--- src/rtl/ap3216_pkg.sv ---
// Shared register map, configuration values and sequencer state encoding for the
// AP3216 ambient-light sensor sequencer.
package ap3216_pkg;

  localparam logic [7:0] RegSysCfg  = 8'h00;
  localparam logic [7:0] RegAlsLo   = 8'h0C;
  localparam logic [7:0] RegAlsHi   = 8'h0D;
  localparam logic [7:0] CfgSwReset = 8'h04;
  localparam logic [7:0] CfgAlsOnly = 8'h01;

  typedef enum logic [3:0] {
    StBootWait,
    StCfgRst,
    StRstWait,
    StCfgMode,
    StConvWait,
    StRdLo,
    StRdHi,
    StPublish,
    StRspWait,
    StBackoff,
    StErrWait
  } state_t;

endpackage

--- src/rtl/ms_timer.sv ---
// Millisecond timer: a prescaler producing a 1 ms tick plus a tick counter that flags
// the N-th tick after the most recent start.
module ms_timer #(
  parameter int unsigned CLK_FREQ = 50_000_000
) (
  input  logic        I_clk,
  input  logic        I_reset,
  input  logic        start_i,
  input  logic [15:0] ms_i,
  output logic        done_o
);

  localparam int unsigned PreDiv = (CLK_FREQ / 1000 > 1) ? CLK_FREQ / 1000 : 2;
  localparam int unsigned PreW   = $clog2(PreDiv);

  logic [PreW-1:0] pre_q, pre_d;
  logic [15:0]     ms_q, ms_d;
  logic            tick;

  assign tick   = (pre_q == PreW'(PreDiv - 1));
  assign done_o = tick && (ms_q == ms_i - 16'd1);

  always_comb begin
    pre_d = pre_q + PreW'(1);
    ms_d  = ms_q;
    if (start_i) begin
      pre_d = '0;
      ms_d  = '0;
    end else if (tick) begin
      pre_d = '0;
      ms_d  = ms_q + 16'd1;
    end
  end

  always_ff @(posedge I_clk or negedge I_reset) begin
    if (!I_reset) begin
      pre_q <= '0;
      ms_q  <= '0;
    end else begin
      pre_q <= pre_d;
      ms_q  <= ms_d;
    end
  end

endmodule

--- src/rtl/ap3216_seq.sv ---
// AP3216 transaction sequencer: soft reset, ALS-only configuration, then periodic
// two-byte ALS reads published as a raw 16-bit value and a 12-bit saturated copy.
module ap3216_seq
  import ap3216_pkg::*;
#(
  parameter int unsigned CLK_FREQ  = 50_000_000,
  parameter logic [6:0]  DEV_ADDR  = 7'h1E,
  parameter int unsigned BOOT_MS   = 10,
  parameter int unsigned RST_MS    = 10,
  parameter int unsigned POLL_MS   = 100,
  parameter int unsigned MAX_RETRY = 3
) (
  input  logic        I_clk,
  input  logic        I_reset,
  output logic        O_cmd_valid,
  input  logic        I_cmd_ready,
  output logic        O_cmd_rw,
  output logic [6:0]  O_cmd_dev,
  output logic [7:0]  O_cmd_reg,
  output logic [7:0]  O_cmd_wdata,
  input  logic        I_rsp_valid,
  input  logic        I_rsp_nack,
  input  logic [7:0]  I_rsp_rdata,
  output logic [15:0] O_als_raw,
  output logic [11:0] O_als_sat12,
  output logic        O_als_valid,
  output logic        O_cfg_done,
  output logic        O_err
);

  localparam int unsigned RetryW = (MAX_RETRY > 0) ? $clog2(MAX_RETRY + 1) : 1;

  state_t             state_q, state_d;
  state_t             ret_q, ret_d;
  logic [RetryW-1:0]  retry_q, retry_d;
  logic               cmd_valid_q, cmd_valid_d;
  logic               cmd_rw_q, cmd_rw_d;
  logic [7:0]         cmd_reg_q, cmd_reg_d;
  logic [7:0]         cmd_wdata_q, cmd_wdata_d;
  logic [7:0]         lo_q, lo_d;
  logic [7:0]         hi_q, hi_d;
  logic [15:0]        als_raw_q, als_raw_d;
  logic [11:0]        als_sat_q, als_sat_d;
  logic               als_valid_q, als_valid_d;
  logic               cfg_done_q, cfg_done_d;
  logic               err_q, err_d;
  logic [15:0]        tmr_ms;
  logic               tmr_start;
  logic               tmr_done;

  ms_timer #(
    .CLK_FREQ (CLK_FREQ)
  ) u_ms_timer (
    .I_clk   (I_clk),
    .I_reset (I_reset),
    .start_i (tmr_start),
    .ms_i    (tmr_ms),
    .done_o  (tmr_done)
  );

  // Any state change restarts the timer, so every wait state begins from zero.
  assign tmr_start = (state_d != state_q);

  always_comb begin
    state_d     = state_q;
    ret_d       = ret_q;
    retry_d     = retry_q;
    cmd_valid_d = cmd_valid_q;
    cmd_rw_d    = cmd_rw_q;
    cmd_reg_d   = cmd_reg_q;
    cmd_wdata_d = cmd_wdata_q;
    lo_d        = lo_q;
    hi_d        = hi_q;
    als_raw_d   = als_raw_q;
    als_sat_d   = als_sat_q;
    als_valid_d = 1'b0;
    cfg_done_d  = cfg_done_q;
    err_d       = err_q;
    tmr_ms      = 16'd1;

    unique case (state_q)
      StBootWait: begin
        tmr_ms = 16'(BOOT_MS);
        if (tmr_done) state_d = StCfgRst;
      end
      StRstWait: begin
        tmr_ms = 16'(RST_MS);
        if (tmr_done) state_d = StCfgMode;
      end
      StErrWait: begin
        tmr_ms = 16'(RST_MS);
        if (tmr_done) state_d = StCfgRst;
      end
      StConvWait: begin
        tmr_ms = 16'(POLL_MS);
        if (tmr_done) state_d = StRdLo;
      end
      StBackoff: begin
        tmr_ms = 16'd1;
        if (tmr_done) state_d = ret_q;
      end
      StCfgRst, StCfgMode, StRdLo, StRdHi: begin
        if (!cmd_valid_q) begin
          cmd_valid_d = 1'b1;
          cmd_rw_d    = (state_q == StRdLo) || (state_q == StRdHi);
          cmd_reg_d   = (state_q == StRdLo) ? RegAlsLo :
                        (state_q == StRdHi) ? RegAlsHi : RegSysCfg;
          cmd_wdata_d = (state_q == StCfgRst)  ? CfgSwReset :
                        (state_q == StCfgMode) ? CfgAlsOnly : 8'h00;
        end else if (I_cmd_ready) begin
          cmd_valid_d = 1'b0;
          ret_d       = state_q;
          state_d     = StRspWait;
        end
      end
      StRspWait: begin
        if (I_rsp_valid) begin
          if (I_rsp_nack) begin
            if (retry_q < RetryW'(MAX_RETRY)) begin
              retry_d = retry_q + RetryW'(1);
              state_d = StBackoff;
            end else begin
              retry_d    = '0;
              err_d      = 1'b1;
              cfg_done_d = 1'b0;
              state_d    = StErrWait;
            end
          end else begin
            retry_d = '0;
            unique case (ret_q)
              StCfgRst:  state_d = StRstWait;
              StCfgMode: begin
                cfg_done_d = 1'b1;
                err_d      = 1'b0;
                state_d    = StConvWait;
              end
              StRdLo: begin
                lo_d    = I_rsp_rdata;
                state_d = StRdHi;
              end
              StRdHi: begin
                hi_d    = I_rsp_rdata;
                state_d = StPublish;
              end
              default: state_d = StCfgRst;
            endcase
          end
        end
      end
      StPublish: begin
        als_raw_d   = {hi_q, lo_q};
        als_sat_d   = (hi_q[7:4] != 4'h0) ? 12'hFFF : {hi_q[3:0], lo_q};
        als_valid_d = 1'b1;
        state_d     = StConvWait;
      end
      default: state_d = StBootWait;
    endcase
  end

  always_ff @(posedge I_clk or negedge I_reset) begin
    if (!I_reset) begin
      state_q     <= StBootWait;
      ret_q       <= StBootWait;
      retry_q     <= '0;
      cmd_valid_q <= 1'b0;
      cmd_rw_q    <= 1'b0;
      cmd_reg_q   <= 8'h00;
      cmd_wdata_q <= 8'h00;
      lo_q        <= 8'h00;
      hi_q        <= 8'h00;
      als_raw_q   <= 16'h0000;
      als_sat_q   <= 12'h000;
      als_valid_q <= 1'b0;
      cfg_done_q  <= 1'b0;
      err_q       <= 1'b0;
    end else begin
      state_q     <= state_d;
      ret_q       <= ret_d;
      retry_q     <= retry_d;
      cmd_valid_q <= cmd_valid_d;
      cmd_rw_q    <= cmd_rw_d;
      cmd_reg_q   <= cmd_reg_d;
      cmd_wdata_q <= cmd_wdata_d;
      lo_q        <= lo_d;
      hi_q        <= hi_d;
      als_raw_q   <= als_raw_d;
      als_sat_q   <= als_sat_d;
      als_valid_q <= als_valid_d;
      cfg_done_q  <= cfg_done_d;
      err_q       <= err_d;
    end
  end

  assign O_cmd_valid = cmd_valid_q;
  assign O_cmd_rw    = cmd_rw_q;
  assign O_cmd_dev   = DEV_ADDR;
  assign O_cmd_reg   = cmd_reg_q;
  assign O_cmd_wdata = cmd_wdata_q;
  assign O_als_raw   = als_raw_q;
  assign O_als_sat12 = als_sat_q;
  assign O_als_valid = als_valid_q;
  assign O_cfg_done  = cfg_done_q;
  assign O_err       = err_q;

endmodule

--- config.mk ---
export PLATFORM = sky130hd
export DESIGN_NAME = ap3216_seq
export DESIGN_NICKNAME = d
export VERILOG_FILES = /design/src/rtl/ap3216_pkg.sv /design/src/rtl/ms_timer.sv /design/src/rtl/ap3216_seq.sv
export SDC_FILE = /design/constraint.sdc
export NUM_CORES = 1
export LEC_CHECK = 0
export ABC_AREA = 1
export BUFFER_PORTS_ARGS = -buffer_cell sky130_fd_sc_hd__buf_4
export CAP_MARGIN = 10
export CORE_MARGIN = 2
export CORE_UTILIZATION = 55
export CTS_CLUSTER_DIAMETER = 40
export CTS_CLUSTER_SIZE = 28
export DETAILED_ROUTE_END_ITERATION = 10
export HOLD_SLACK_MARGIN = 0.08
export PLACE_DENSITY = 0.76
export SKIP_LAST_GASP = 1
export SLEW_MARGIN = 20
export SYNTH_ARGS = -nofsm -noshare
export SYNTH_HDL_FRONTEND = slang
export SYNTH_HIERARCHICAL = 1
export SYNTH_SLANG_ARGS = --single-unit
--- constraint.sdc ---
create_clock -name I_clk -period 7.3 [get_ports I_clk]
set_input_delay 0.365 -clock I_clk [delete_from_list [all_inputs] [get_ports I_clk]]
set_output_delay 0.365 -clock I_clk [all_outputs]
set_load 0.02 [all_outputs]
==> qor.yml <==
outcome: "finished clean"
p_sw_uw: 737
ys_top_cells_by_count: "181 x sky130_fd_sc_hd__nand2_1, 117 x sky130_fd_sc_hd__nor2_1, 94 x sky130_fd_sc_hd__dfrtp_1, 61 x sky130_fd_sc_hd__inv_1, 32 x sky130_fd_sc_hd__nand3_1"
globalRouteTotalUtil_pct: 23.8
routed_wire_length_per_instance_um: 12.7
routability_driven_placement_congestion_ratio: 0.961
p_per_area_nw_per_um2: 283
num-nets-final: 815
hold_path_endpoint: "O_cfg_done"
num_antenna_cells: 0
postRouteWirelength_mm: 11.9
floorplan.core_area_um2: 9730
rsz0062_at_grt: "false"
worstSetupStartpointType: "flop"
clk_transition_reported_paths_ps: 100
irDropWorstVdd_mv: 0.182
tritoncts.num_buffers: 9
cts_tree: "done"
drive_gt1_share_pct: 17.2
fp-row-count: 36
crit-reg2reg-launch: "state_q[1]"
crit_path_end_kind: "flop"
timing.slew.headroom_pct: 24.5
tritoncts_num_sinks: 94
fp.dieH_um: 104
count_of_different_cell_masters_after_synthesis: 40
detail_route.iter0.violations: 216
timing_worst_slew_pin_value_ps: 1120
post_cts_resized: 0
postPlaceCellArea_um2: 5990
arrival_ps: 5010
cts_root_buf: "sky130_fd_sc_hd__clkbuf_8"
clock_latency_of_the_later_clocked_register_in_the_worst_skew_pair_ps: 380
r2r_slack_ps: 2590
globalRoute.busiestLayer: "met2"
synthDominantAreaCellType: "sky130_fd_sc_hd__dfrtp_1"
grt.met3_usage_pct: 3.84
ys_async_sr_fraction_pct: 100
fp.dieArea_um2: 10700
synth_top_area_share_pct: 43.1
clock_period_minus_final_worst_setup_slack_ps: 4710
top_post_synthesis_cells_by_area: "sky130_fd_sc_hd__dfrtp_1 43%, sky130_fd_sc_hd__nand2_1 12%, sky130_fd_sc_hd__nor2_1 8.0%, sky130_fd_sc_hd__inv_1 4.2%, sky130_fd_sc_hd__buf_4 3.0%"
internal_power_uw: 1020
design.portCount: 69
hold_class: "input pin to flop"
fin_crit_sh_pct: 64.5
groute.layer.met1.usage_pct: 30.6
antenna_found_initial: 0
worstPathRequired_ps: 7600
clock_path_buffers: 2
power.share.switching_pct: 42.0
max_stage_delay_ps: 500
postLayoutCellArea_um2: 6210
crit_fanout: 15
finalSetupTns_ps: 0
leakage_power_figure_uw: 0.00317
clock.fmax_ghz: 0.213
syn_to_final_growth_pct: 13.7
post_route_antenna_net_violation_count: 0
power.share.clock_pct: 21.2
slew_violations: 0
wire_length_of_the_first_global_routing_pass_mm: 21.1
synth_sequential_area_ratio_pct: 43.1
worstRegToRegCells: 30
dp_hpwl_mm: 8.81
worstSetupPathType: "flop to flop"
worst_path_most_repeated_cell: "sky130_fd_sc_hd__nand2_1"
gr-usage-met2_pct: 40.9
grt_max_degree: 51
cap_violations: 0
via_per_inst: 5.02
setup-violations-final: 0
postSynthRegisterBits: 94
final.fill_count: 859
drt_drc_violations_left: 0
yosysWarningCount: 6
critical_path.reg2reg.endpoint: "u_ms_timer/pre_q[2]"
layout_skew_ps: 17.1
die_span_x_um: 104
sequential_group_share_of_total_power_pct: 39.1
synthesis.instances: 713
timing.hold.worst_path_depth: 2
vias: 4697
holdCritStartpoint: "I_rsp_nack"
synth_most_common_cell: "sky130_fd_sc_hd__nand2_1"
initial_core_util_pct: 56.2
synth_enable_flop_cells: 0
synthFlopType: "sky130_fd_sc_hd__dfrtp_1"
comb_power_share_pct: 39.7
hold_violations: 0
synth_area_um2: 5460
portBuffers: 50
post_synth.cell_area_avg_um2: 7.66
globalRoute.totalOverflow: 0
cts.htree.levels: 3
drt_pass_1_iters: 5
grt_pass1_vias: 4620
total_power_uw: 1760
critical-path-slowest-cell: "sky130_fd_sc_hd__dfrtp_1"
[power groups by stage]
| stage | sequential, uW | clock (uW) | combinational [uW] |
|---|---|---|---|
| floorplan | 736 | 0 | 470 |
| global placement | 690 | 0 | 675 |
| detailed placement | 695 | 0 | 695 |
| CTS | 686 | 382 | 697 |
| global route | 698 | 402 | 784 |
| finish | 686 | 372 | 696 |
[metal layers]
metal / routed length (um) / share of wire (%) / up-vias
li1: - / - / 2363
met1: 5210 / 44 / 2187
met2: 5820 / 49 / 133
met3: 644 / 5.4 / 14
met4: 199 / 1.7 / 0
met5: 0 / 0 / -
[cells by family (layout without fill, tap and decap cells)]
group                    after synthesis  count (layout)  synth area share, %
XOR/XNOR                              22              22                 3.53
flip-flops                            94              94                 43.1
adder cells (fa/ha/maj)                4               4                0.916
other                                  2              54                0.137
AO/OA/AOI/OAI                         87              87                 9.69
buffers and inverters                106             144                 9.48
AND/OR/NAND/NOR                      398             398                 33.2
[cells in the final DEF, fill, tap and decap left out, types with 2 or more instances in the layout]
| cell type | n |
|---|---|
| sky130_fd_sc_hd__o21a_1 | 3 |
| sky130_fd_sc_hd__nor3_2 | 5 |
| sky130_fd_sc_hd__ha_1 | 4 |
| sky130_fd_sc_hd__conb_1 | 54 |
| sky130_fd_sc_hd__o31ai_1 | 2 |
| sky130_fd_sc_hd__nor2_2 | 7 |
| sky130_fd_sc_hd__nor3_1 | 11 |
| sky130_fd_sc_hd__nand3_1 | 32 |
| sky130_fd_sc_hd__inv_6 | 3 |
| sky130_fd_sc_hd__a31oi_1 | 3 |
| sky130_fd_sc_hd__nor4_1 | 2 |
| sky130_fd_sc_hd__inv_1 | 61 |
| sky130_fd_sc_hd__a21oi_1 | 30 |
| sky130_fd_sc_hd__nor2_4 | 7 |
| sky130_fd_sc_hd__clkbuf_8 | 10 |
| sky130_fd_sc_hd__nand3_2 | 2 |
| sky130_fd_sc_hd__nand2_2 | 11 |
| sky130_fd_sc_hd__nand4_1 | 11 |
| sky130_fd_sc_hd__o21ai_2 | 16 |
| sky130_fd_sc_hd__o21bai_1 | 3 |
| sky130_fd_sc_hd__o21ai_0 | 16 |
| sky130_fd_sc_hd__xnor2_1 | 11 |
| sky130_fd_sc_hd__o21ai_1 | 11 |
| sky130_fd_sc_hd__xor2_1 | 11 |
| sky130_fd_sc_hd__nand3_4 | 3 |
| sky130_fd_sc_hd__nor2_1 | 117 |
| sky130_fd_sc_hd__nand2_4 | 2 |
| sky130_fd_sc_hd__nand3b_1 | 4 |
| sky130_fd_sc_hd__nand2_1 | 181 |
| sky130_fd_sc_hd__dfrtp_1 | 94 |
| sky130_fd_sc_hd__inv_2 | 12 |
| sky130_fd_sc_hd__buf_4 | 53 |
[worst max-delay path by stage]
stage	startpoint	to	slack, ps	cells past startpoint
after floorplan	state_q[2]	u_ms_timer/ms_q[2]	3390	27
after global placement	state_q[2]	u_ms_timer/pre_q[4]	2470	27
after detailed placement	state_q[1]	u_ms_timer/pre_q[2]	2690	29
after CTS	state_q[2]	u_ms_timer/pre_q[2]	2700	27
after global routing	state_q[2]	u_ms_timer/pre_q[12]	2080	27
final	state_q[1]	u_ms_timer/pre_q[2]	2590	30
[cell type report]
cell class	instances	area (um2)	area share, %
repair buffers	54	408	6.57
flip-flops and latches	94	2350	37.9
clock inverters	6	72.6	1.17
well taps	133	166	2.68
multi-input cells	565	2790	45.0
inverters	74	280	4.51
clock buffers	10	138	2.22
[what timing repair did]
item	4_1_cts	5_1_grt
buffers inserted	0	0
hold buffers	1	0
hold endpoints to repair	49	0
[critical path, delay by kind of cell (launching register included)]
kind	cells	cell delay, ps
compound gates	3	410
fa+ha+maj	1	240
buf+inv	6	910
flops	1	500
simple gates	20	2570
[through the flow]
step                cells  setup WS (ps)  hold WS [ps]  util, %
finish                936           2590           247     63.8
global route          936           2080           239     63.8
CTS                   936           2700           232     63.8
detailed placement    919           2690           424     61.6
global placement      919           2470           416     61.5
floorplan             765           3390          69.4        -
No activity file was read; power rests on OpenSTA's default activity.
